<file path="src/rtl/alu_uart_sequencer.sv">
// rtl/alu_uart_sequencer.sv - UART packet sequencer driving ALU register writes, execute and result return
module alu_uart_sequencer #(
  parameter int EXEC_LAT = 2,
  parameter int TIMEOUT  = 1200000
) (
  input  logic        CLK,
  input  logic        RST_N,
  input  logic [7:0]  rx_data,
  input  logic        rx_ready,
  output logic [7:0]  tx_data,
  output logic        tx_start,
  input  logic        tx_busy,
  output logic [5:0]  alu_op,
  output logic [3:0]  alu_params,
  output logic [2:0]  alu_a,
  output logic [2:0]  alu_b,
  output logic [2:0]  alu_y,
  output logic        alu_wr_en,
  output logic [2:0]  alu_wr_idx,
  output logic [15:0] alu_wr_data,
  output logic        alu_exec,
  input  logic [15:0] alu_result,
  input  logic        alu_overflow,
  output logic        busy,
  output logic        err
);

  localparam logic [4:0] S_IDLE = 5'd0;
  localparam logic [4:0] S_R1   = 5'd1;
  localparam logic [4:0] S_R2   = 5'd2;
  localparam logic [4:0] S_R3   = 5'd3;
  localparam logic [4:0] S_R4   = 5'd4;
  localparam logic [4:0] S_R5   = 5'd5;
  localparam logic [4:0] S_R6   = 5'd6;
  localparam logic [4:0] S_R7   = 5'd7;
  localparam logic [4:0] S_WR_A = 5'd8;
  localparam logic [4:0] S_WR_B = 5'd9;
  localparam logic [4:0] S_EXEC = 5'd10;
  localparam logic [4:0] S_WAIT = 5'd11;
  localparam logic [4:0] S_TX0  = 5'd12;
  localparam logic [4:0] S_TX0G = 5'd13;
  localparam logic [4:0] S_TX1  = 5'd14;
  localparam logic [4:0] S_TX1G = 5'd15;
  localparam logic [4:0] S_TX2  = 5'd16;
  localparam logic [4:0] S_TX2G = 5'd17;

  localparam logic [23:0] TO_LAST  = 24'(TIMEOUT - 1);
  localparam logic [3:0]  LAT_LAST = 4'(EXEC_LAT - 1);

  logic [4:0]  r_state;
  logic [5:0]  r_op;
  logic [3:0]  r_params;
  logic [2:0]  r_a;
  logic [2:0]  r_b;
  logic [2:0]  r_y;
  logic [15:0] r_opa;
  logic [15:0] r_opb;
  logic [15:0] r_res;
  logic        r_ovf;
  logic [3:0]  r_wait;
  logic [23:0] r_to_cnt;
  logic [7:0]  r_tx_data;
  logic        r_tx_start;

  logic        w_in_rx;
  logic        w_hdr_ok;
  logic        w_timeout;
  logic [4:0]  w_rx_next;
  logic [7:0]  w_tx_byte;

  assign w_in_rx   = (r_state >= S_R1) && (r_state <= S_R7);
  assign w_hdr_ok  = (rx_data[7:6] == 2'b10);
  // A byte arriving in the expiry cycle takes priority over the abort.
  assign w_timeout = w_in_rx && !rx_ready && (r_to_cnt == TO_LAST);
  assign w_rx_next = (r_state == S_R7) ? S_WR_A : r_state + 5'd1;

  always_comb begin
    w_tx_byte = {7'd0, r_ovf};
    case (r_state)
      S_TX0:   w_tx_byte = r_res[7:0];
      S_TX1:   w_tx_byte = r_res[15:8];
      default: w_tx_byte = {7'd0, r_ovf};
    endcase
  end

  always_ff @(posedge CLK or negedge RST_N) begin
    if (!RST_N) begin
      r_op     <= '0;
      r_params <= '0;
      r_a      <= '0;
      r_b      <= '0;
      r_y      <= '0;
      r_opa    <= '0;
      r_opb    <= '0;
    end else if (rx_ready) begin
      case (r_state)
        S_IDLE: if (w_hdr_ok) r_op <= rx_data[5:0];
        S_R1:   r_params <= rx_data[3:0];
        S_R2: begin
          r_a <= rx_data[6:4];
          r_b <= rx_data[2:0];
        end
        S_R3:   r_y <= rx_data[2:0];
        S_R4:   r_opa[7:0]  <= rx_data;
        S_R5:   r_opa[15:8] <= rx_data;
        S_R6:   r_opb[7:0]  <= rx_data;
        S_R7:   r_opb[15:8] <= rx_data;
        default: ;
      endcase
    end
  end

  always_ff @(posedge CLK or negedge RST_N) begin
    if (!RST_N) begin
      r_state    <= S_IDLE;
      r_res      <= '0;
      r_ovf      <= 1'b0;
      r_wait     <= '0;
      r_to_cnt   <= '0;
      r_tx_data  <= '0;
      r_tx_start <= 1'b0;
    end else begin
      r_tx_start <= 1'b0;
      case (r_state)
        S_IDLE: begin
          if (rx_ready && w_hdr_ok) begin
            r_to_cnt <= '0;
            r_state  <= S_R1;
          end
        end
        S_R1, S_R2, S_R3, S_R4, S_R5, S_R6, S_R7: begin
          if (rx_ready) begin
            r_to_cnt <= '0;
            r_state  <= w_rx_next;
          end else if (w_timeout) begin
            r_state <= S_IDLE;
          end else begin
            r_to_cnt <= r_to_cnt + 24'd1;
          end
        end
        S_WR_A: r_state <= S_WR_B;
        S_WR_B: r_state <= S_EXEC;
        S_EXEC: begin
          r_wait  <= '0;
          r_state <= S_WAIT;
        end
        S_WAIT: begin
          if (r_wait == LAT_LAST) begin
            r_res   <= alu_result;
            r_ovf   <= alu_overflow;
            r_state <= S_TX0;
          end else begin
            r_wait <= r_wait + 4'd1;
          end
        end
        S_TX0, S_TX1, S_TX2: begin
          if (!tx_busy) begin
            r_tx_data  <= w_tx_byte;
            r_tx_start <= 1'b1;
            r_state    <= r_state + 5'd1;
          end
        end
        // Guard cycle: the UART raises busy one cycle after tx_start.
        S_TX0G, S_TX1G: r_state <= r_state + 5'd1;
        S_TX2G:         r_state <= S_IDLE;
        default:        r_state <= S_IDLE;
      endcase
    end
  end

  assign tx_data     = r_tx_data;
  assign tx_start    = r_tx_start;
  assign alu_op      = r_op;
  assign alu_params  = r_params;
  assign alu_a       = r_a;
  assign alu_b       = r_b;
  assign alu_y       = r_y;
  assign alu_wr_en   = (r_state == S_WR_A) || (r_state == S_WR_B);
  assign alu_wr_idx  = (r_state == S_WR_B) ? r_b : ((r_state == S_WR_A) ? r_a : 3'd0);
  assign alu_wr_data = (r_state == S_WR_B) ? r_opb : ((r_state == S_WR_A) ? r_opa : 16'd0);
  assign alu_exec    = (r_state == S_EXEC);
  assign busy        = (r_state != S_IDLE);
  assign err         = w_timeout;

endmodule

</file>
<file path="config.mk">
export PLATFORM = sky130hd
export DESIGN_NAME = alu_uart_sequencer
export DESIGN_NICKNAME = d
export VERILOG_FILES = /design/src/rtl/alu_uart_sequencer.sv
export SDC_FILE = /design/constraint.sdc
export NUM_CORES = 1
export LEC_CHECK = 0
export ABC_CLOCK_PERIOD_IN_PS = 4400
export CAP_MARGIN = 20
export CORE_MARGIN = 4
export CORE_UTILIZATION = 58
export DETAILED_ROUTE_END_ITERATION = 7
export PLACE_DENSITY = 0.84
export SKIP_LAST_GASP = 1
export SYNTH_ARGS = -nofsm -noshare
export SYNTH_HDL_FRONTEND = slang
export SYNTH_SLANG_ARGS = --single-unit
</file>
<file path="constraint.sdc">
create_clock -name CLK -period 4.4 [get_ports CLK]
set_input_delay 0.88 -clock CLK [delete_from_list [all_inputs] [get_ports CLK]]
set_output_delay 0.88 -clock CLK [all_outputs]
set_load 0.005 [all_outputs]
</file>
**Word-level counts from Yosys, hierarchy flattened**

Index checks and enable logic that the tools add are counted.

- Add/subtract/negate cells: 3
- Order comparisons: 2
- Equal/unequal tests: 25
- Muxes and demuxes: 20
- Bitwise logic cells: 1
- Reductions and logical operators: 26

Operator list:

| kind | number |
|---|---|
| 2-to-1 mux 24 bit | 3 |
| case mux 24 bit (2 select lines) | 1 |
| equality test 5 x 4 -> 1 bit, second input constant | 8 |
| case mux 5 bit (8 select lines) | 1 |
| 2-to-1 mux 16 bit | 2 |
| 2-to-1 mux 5 bit | 6 |
| adder 24 x 1 -> 24 bit, second input constant | 1 |
| equality test 24 x 21 -> 1 bit, second input constant | 1 |
| equality test 5 x 3 -> 1 bit, second input constant | 4 |
| AND reduction 2 bit | 10 |
| case mux 8 bit (2 select lines) | 1 |
| equality test 5 x 2 -> 1 bit, second input constant | 2 |
| inequality test 2 bit, second input constant | 4 |
| case mux 4 bit (2 select lines) | 1 |
| OR reduction 7 bit | 1 |
| 2-to-1 mux 3 bit | 2 |
| inequality test 3 bit, second input constant | 2 |
| AND reduction 3 bit | 2 |
| adder 5 x 1 -> 5 bit, second input constant | 1 |
| equality test 5 x 1 -> 1 bit, second input constant | 1 |
| equality test 5 bit, second input constant | 1 |
| greater-or-equal comparator 5 x 1 -> 1 bit, second input constant | 1 |
| less-or-equal comparator 5 x 3 -> 1 bit, second input constant | 1 |
| zero test 5 bit | 1 |
| other kinds (14) | 19 |

- Register bits after elaboration: 110
- Input bits: 29
- Output and inout port bits: 51
- Word-level logic and storage cells: 93

**Longest topological paths before layout**

- Word-level depth: 7
- Mapped depth: 10

**Least setup slack after synthesis**

No wires, ideal clock.

- Kind: register -> output
- Start: register r_state[0]
- End: output port alu_wr_data[10]
- Data arrival time: 1.958 ns
- Path slack: 1.562 ns
- Cell stages (with the launch flop): 8
- Buffers on the path: 2
- Cell sequence: dfrtp_1 > inv_1 > ha_1 > buf_2 > nand2b_1 > nor3_1 > buf_2 > a22o_1

- Cells in the longest elaborated chain, start to end: 3

RTL lines:

| what | RTL line | RTL |
|---|---|---|
| start, declared | 50 | `logic [4:0] r_state;` |
| start signal, assigned | 134 | `r_state <= w_rx_next;` |
| start signal, assigned | 160 | `r_state <= r_state + 5'd1;` |
| start signal, assigned | 164 | `S_TX0G, S_TX1G: r_state <= r_state + 5'd1;` |
| equality test 5 x 4 -> 1 bit | 180 | `assign alu_wr_data = (r_state == S_WR_B) ? r_opb : ((r_state == S_WR_A) ? r_opa : 16'd0);` |
| 2-to-1 mux 16 bit | 180 |  |
| 2-to-1 mux 16 bit * | 180 |  |
| end, declared | 20 | `output logic [15:0] alu_wr_data,` |

Every way passes the cells marked *; elsewhere a longest branch is shown, timed or not.

**Worst setup path after layout**

- Start: register r_state[3]
- End: output port alu_wr_data[7]

The elaborated chain is that of the path after synthesis.

==> out/metrics.csv <==
stage,metric,value,unit
status,status,finished clean,
pwr,p_leak,2.78,nW
grt,grt_overflow,0,
timing,report.final.slew_viol_count,0,
critical_path,end_kind,output pin,
grt,grt_pass1_wl,21100,um
critical_path,r2r_slack,1.37,ns
critical_path,cp_slowest_cell,and2_1,
routing,dr.pass1.iters,6,
job,maxCapViolations,0,
synth,syn_nets,520,
grt,grt_use_total,23.5,%
hold_path,hp-start,r_to_cnt[6],
final_layout,fillCellCount,682,
pwr,power,3.42,mW
synth,synth-seq-cells,110,
timing,setup_viol_count_final,0,
die,die_w,105,um
pwr,p_sw,1.19,mW
clock_tree,htreeDepth,3,
grt,grt_pass1_vias,4287,
timing,hold_violations,0,
synth,synthArstFlopShare,100,%
placed_design,gp_congestion,0.935,
timing,fin_crit_sh,86.6,%
synth,synth_seq_area_share,50.5,%
final_layout,nets,588,
die,core_area,9200,um^2
grt,grt_max_degree,73,
die,ioPinCount,80,
synth,synth_edf_count,0,
critical_path,cp.required,3.52,ns
placed_design,port_buffers,79,
critical_path,cp_top_family,simple AND/OR/NAND/NOR gates,
clock_tree,holdBufCountCts,0,
synth,ys_types,59,
grt,antenna_found_initial,0,
critical_path,cp_num_buf_inv,1,
critical_path,worstPathMaxFanout,20,
final_layout,syn_to_final_growth,19.7,%
critical_path,critPathKind,reg2out,
timing,setup-tns-final,0,ns
critical_path,cp-startpoint,r_state[3],
die,design.die.area,11000,um^2
timing,max_slew.worst_pin.slew,1.11,ns
pwr,ir_worst_vdd,0.000253,V
timing,min_period,3.81,ns
die,fp.dieH,105,um
final_layout,instances_no_fill,667,
clock_tree,clock_latency,0.38,ns
clock_tree,cts-resized-gates,0,
pwr,seqPwrFrac,43.8,%
pwr,p_int,2.23,mW
placed_design,hpwl,8930,um
critical_path,cpPeakStageDelay,0.70,ns
routing,drt-total-wl,12600,um
critical_path,r2r_start,r_state[0],
hold_path,hold_path.class,reg2reg,
synth,synth_warnings,0,
critical_path,startpoint_type,flop,
pwr,swShare,34.7,%
timing,clock.fmax,0.262,GHz
routing,route.detailed.drc,0,
timing,finClkSkew,0.0111,ns
timing,hold_slack,0.515,ns
synth,synth_cells,483,
synth,syn_area_per_cell,11.3,um^2
routing,via_per_inst,6.45,
routing,antenna_left,0,
final_layout,diodes,0,
critical_path,crit_arrival,2.93,ns
clock_tree,path_clk_slew,0.11,ns
pwr,pwr-share-clk,19.6,%
pwr,p_comb_share,36.6,%
synth,ys.flop_type,dfrtp_1,
routing,vias,4300,
final_layout,drive_gt1_share,18.9,%
synth,syn_area,5450,um^2
timing,max_slew_margin,25.9,%
clock_tree,cts_buffers,9,
die,row_count,35,
pwr,p_per_area,524,nW/um^2
routing,drt_iter0_markers,302,
timing,rsz0062_at_grt,no,
clock_tree,cts_tree,built,
routing,wl_per_cell,18.9,um
placed_design,placedCellCount,651,
clock_tree,clock-sinks,110,
critical_path,crit_path_cell_trace,nor3b_2 -> and2_1 -> a22o_1 -> clkdlybuf4s50_1,
die,initial_utilization,59.3,%
clock_tree,clockRootBuffer,clkbuf_8,
clock_tree,cts_setup_buffers,0,
clock_tree,clock_tree.buffer_depth,2,
## logic make-up (layout without fill, tap and decap cells)
logic type,after synthesis,after routing,synth area share (%)
xor+xnor,1,1,0.161
mux,70,70,14.5
simple gates,138,138,14.5
compound gates,116,116,15.2
fa+ha+maj,8,8,1.84
flops,110,110,50.5
buf+inv,40,113,3.30
## worst reg2reg max path: cells and delay by family, from the launching register on
kind                       cells  cell delay (ns)
and+or+nand+nor                3             0.83
adders and majority gates      1             0.34
AOI/OAI and AO/OA              2             0.97
DFF                            1             0.47
buffers and inverters          2             0.32
## Yosys cell counts (all sizes together) (3+ instances only)
cell / number / area share [%]
clkbuf: 13 / 0.89
o22ai: 3 / 0.34
nand3: 20 / 1.8
a22oi: 7 / 0.96
dfrtp: 110 / 50
or3: 3 / 0.34
o31ai: 27 / 3.7
nor2b: 6 / 0.69
or4: 8 / 1.2
nor2: 26 / 1.8
nand4: 8 / 1.2
a21oi: 16 / 1.5
nor3b: 5 / 0.78
ha: 8 / 1.8
a31oi: 6 / 0.69
and2: 3 / 0.34
a22o: 19 / 3.1
nor4b: 3 / 0.48
nor4: 5 / 0.69
nand2b: 7 / 0.80
nor3: 8 / 0.73
o21ai: 17 / 1.6
nand2: 19 / 1.3
inv: 12 / 0.83
and3: 8 / 0.92
buf: 15 / 1.6
mux2: 70 / 14
## per-layer routing
metal  GRT usage (%)  vias up  wire, um
li1                -     1971         -
met1            30.6     2146      5360
met2            39.3      164      6250
met3            5.99       19       813
met4            5.81        0       198
met5               0        -         0
## stage by stage
| step | instance area [um^2] | setup WS (ns) | util [%] |
|---|---|---|---|
| 2_1_floorplan | 5450 | 1.56 | - |
| 3_3_place_gp | 6300 | 0.727 | 68.5 |
| 3_5_place_dp | 6300 | 0.665 | 68.5 |
| 4_1_cts | 6530 | 0.575 | 71.0 |
| 5_1_grt | 6530 | 0.411 | 71.0 |
| 6_report | 6530 | 0.588 | 71.0 |
## power by group through the flow
| stage | Sequential, mW | Clock, mW | Combinational, mW |
|---|---|---|---|
| 2_1_floorplan | 1.45 | 0 | 0.746 |
| 3_3_place_gp | 1.50 | 0 | 1.20 |
| 3_5_place_dp | 1.51 | 0 | 1.25 |
| 4_1_cts | 1.50 | 0.685 | 1.25 |
| 5_1_grt | 1.53 | 0.721 | 1.37 |
| 6_report | 1.50 | 0.671 | 1.25 |
## placed cells by master, fill, tap and decap left out, types with 7 or more instances in the layout
cell               n
dfrtp_1          110
clkdlybuf4s50_1   78
mux2_2            70
o31ai_1           27
nor2_1            25
nand3_1           20
nand2_1           19
a22o_1            19
o21ai_0           16
a21oi_1           16
inv_1             12
clkbuf_8          10
and3_1             8
ha_1               8
nand2b_1           7
nor3_1             7
nand4_1            7
a22oi_1            7
buf_4              7
## final timing paths
check / cells after the start / to
max in group asynchronous: 2 / r_state[1]
min in group asynchronous: 1 / r_to_cnt[3]
worst max register to register: 8 / r_to_cnt[12]
worst min register to register: 1 / r_to_cnt[6]
worst min-delay path: 1 / r_to_cnt[6]
worst max-delay path: 4 / alu_wr_data[7]
## registers in the layout, indices dropped and copies added (netlist names)
signal and flops:
r_state 5, tx_start 1, tx_data 8, r_to_cnt 24, alu_a 3, alu_b 3
r_opb 16, r_ovf 1, alu_op 6, r_res 16, alu_y 3, r_wait 4
r_opa 16, alu_params 4
## area by class of cell
| cell class | count | area [um^2] | share of cell area, % |
|---|---|---|---|
| Inverter | 12 | 45.0 | 0.690 |
| Multi-Input combinational cell | 333 | 2530 | 38.8 |
| Sequential cell | 110 | 2750 | 42.2 |
| Tap cell | 111 | 139 | 2.13 |
| Clock buffer | 10 | 138 | 2.11 |
| Clock inverter | 6 | 86.3 | 1.32 |
| Timing Repair Buffer | 85 | 833 | 12.8 |
Power figures use the tool's default switching activity.
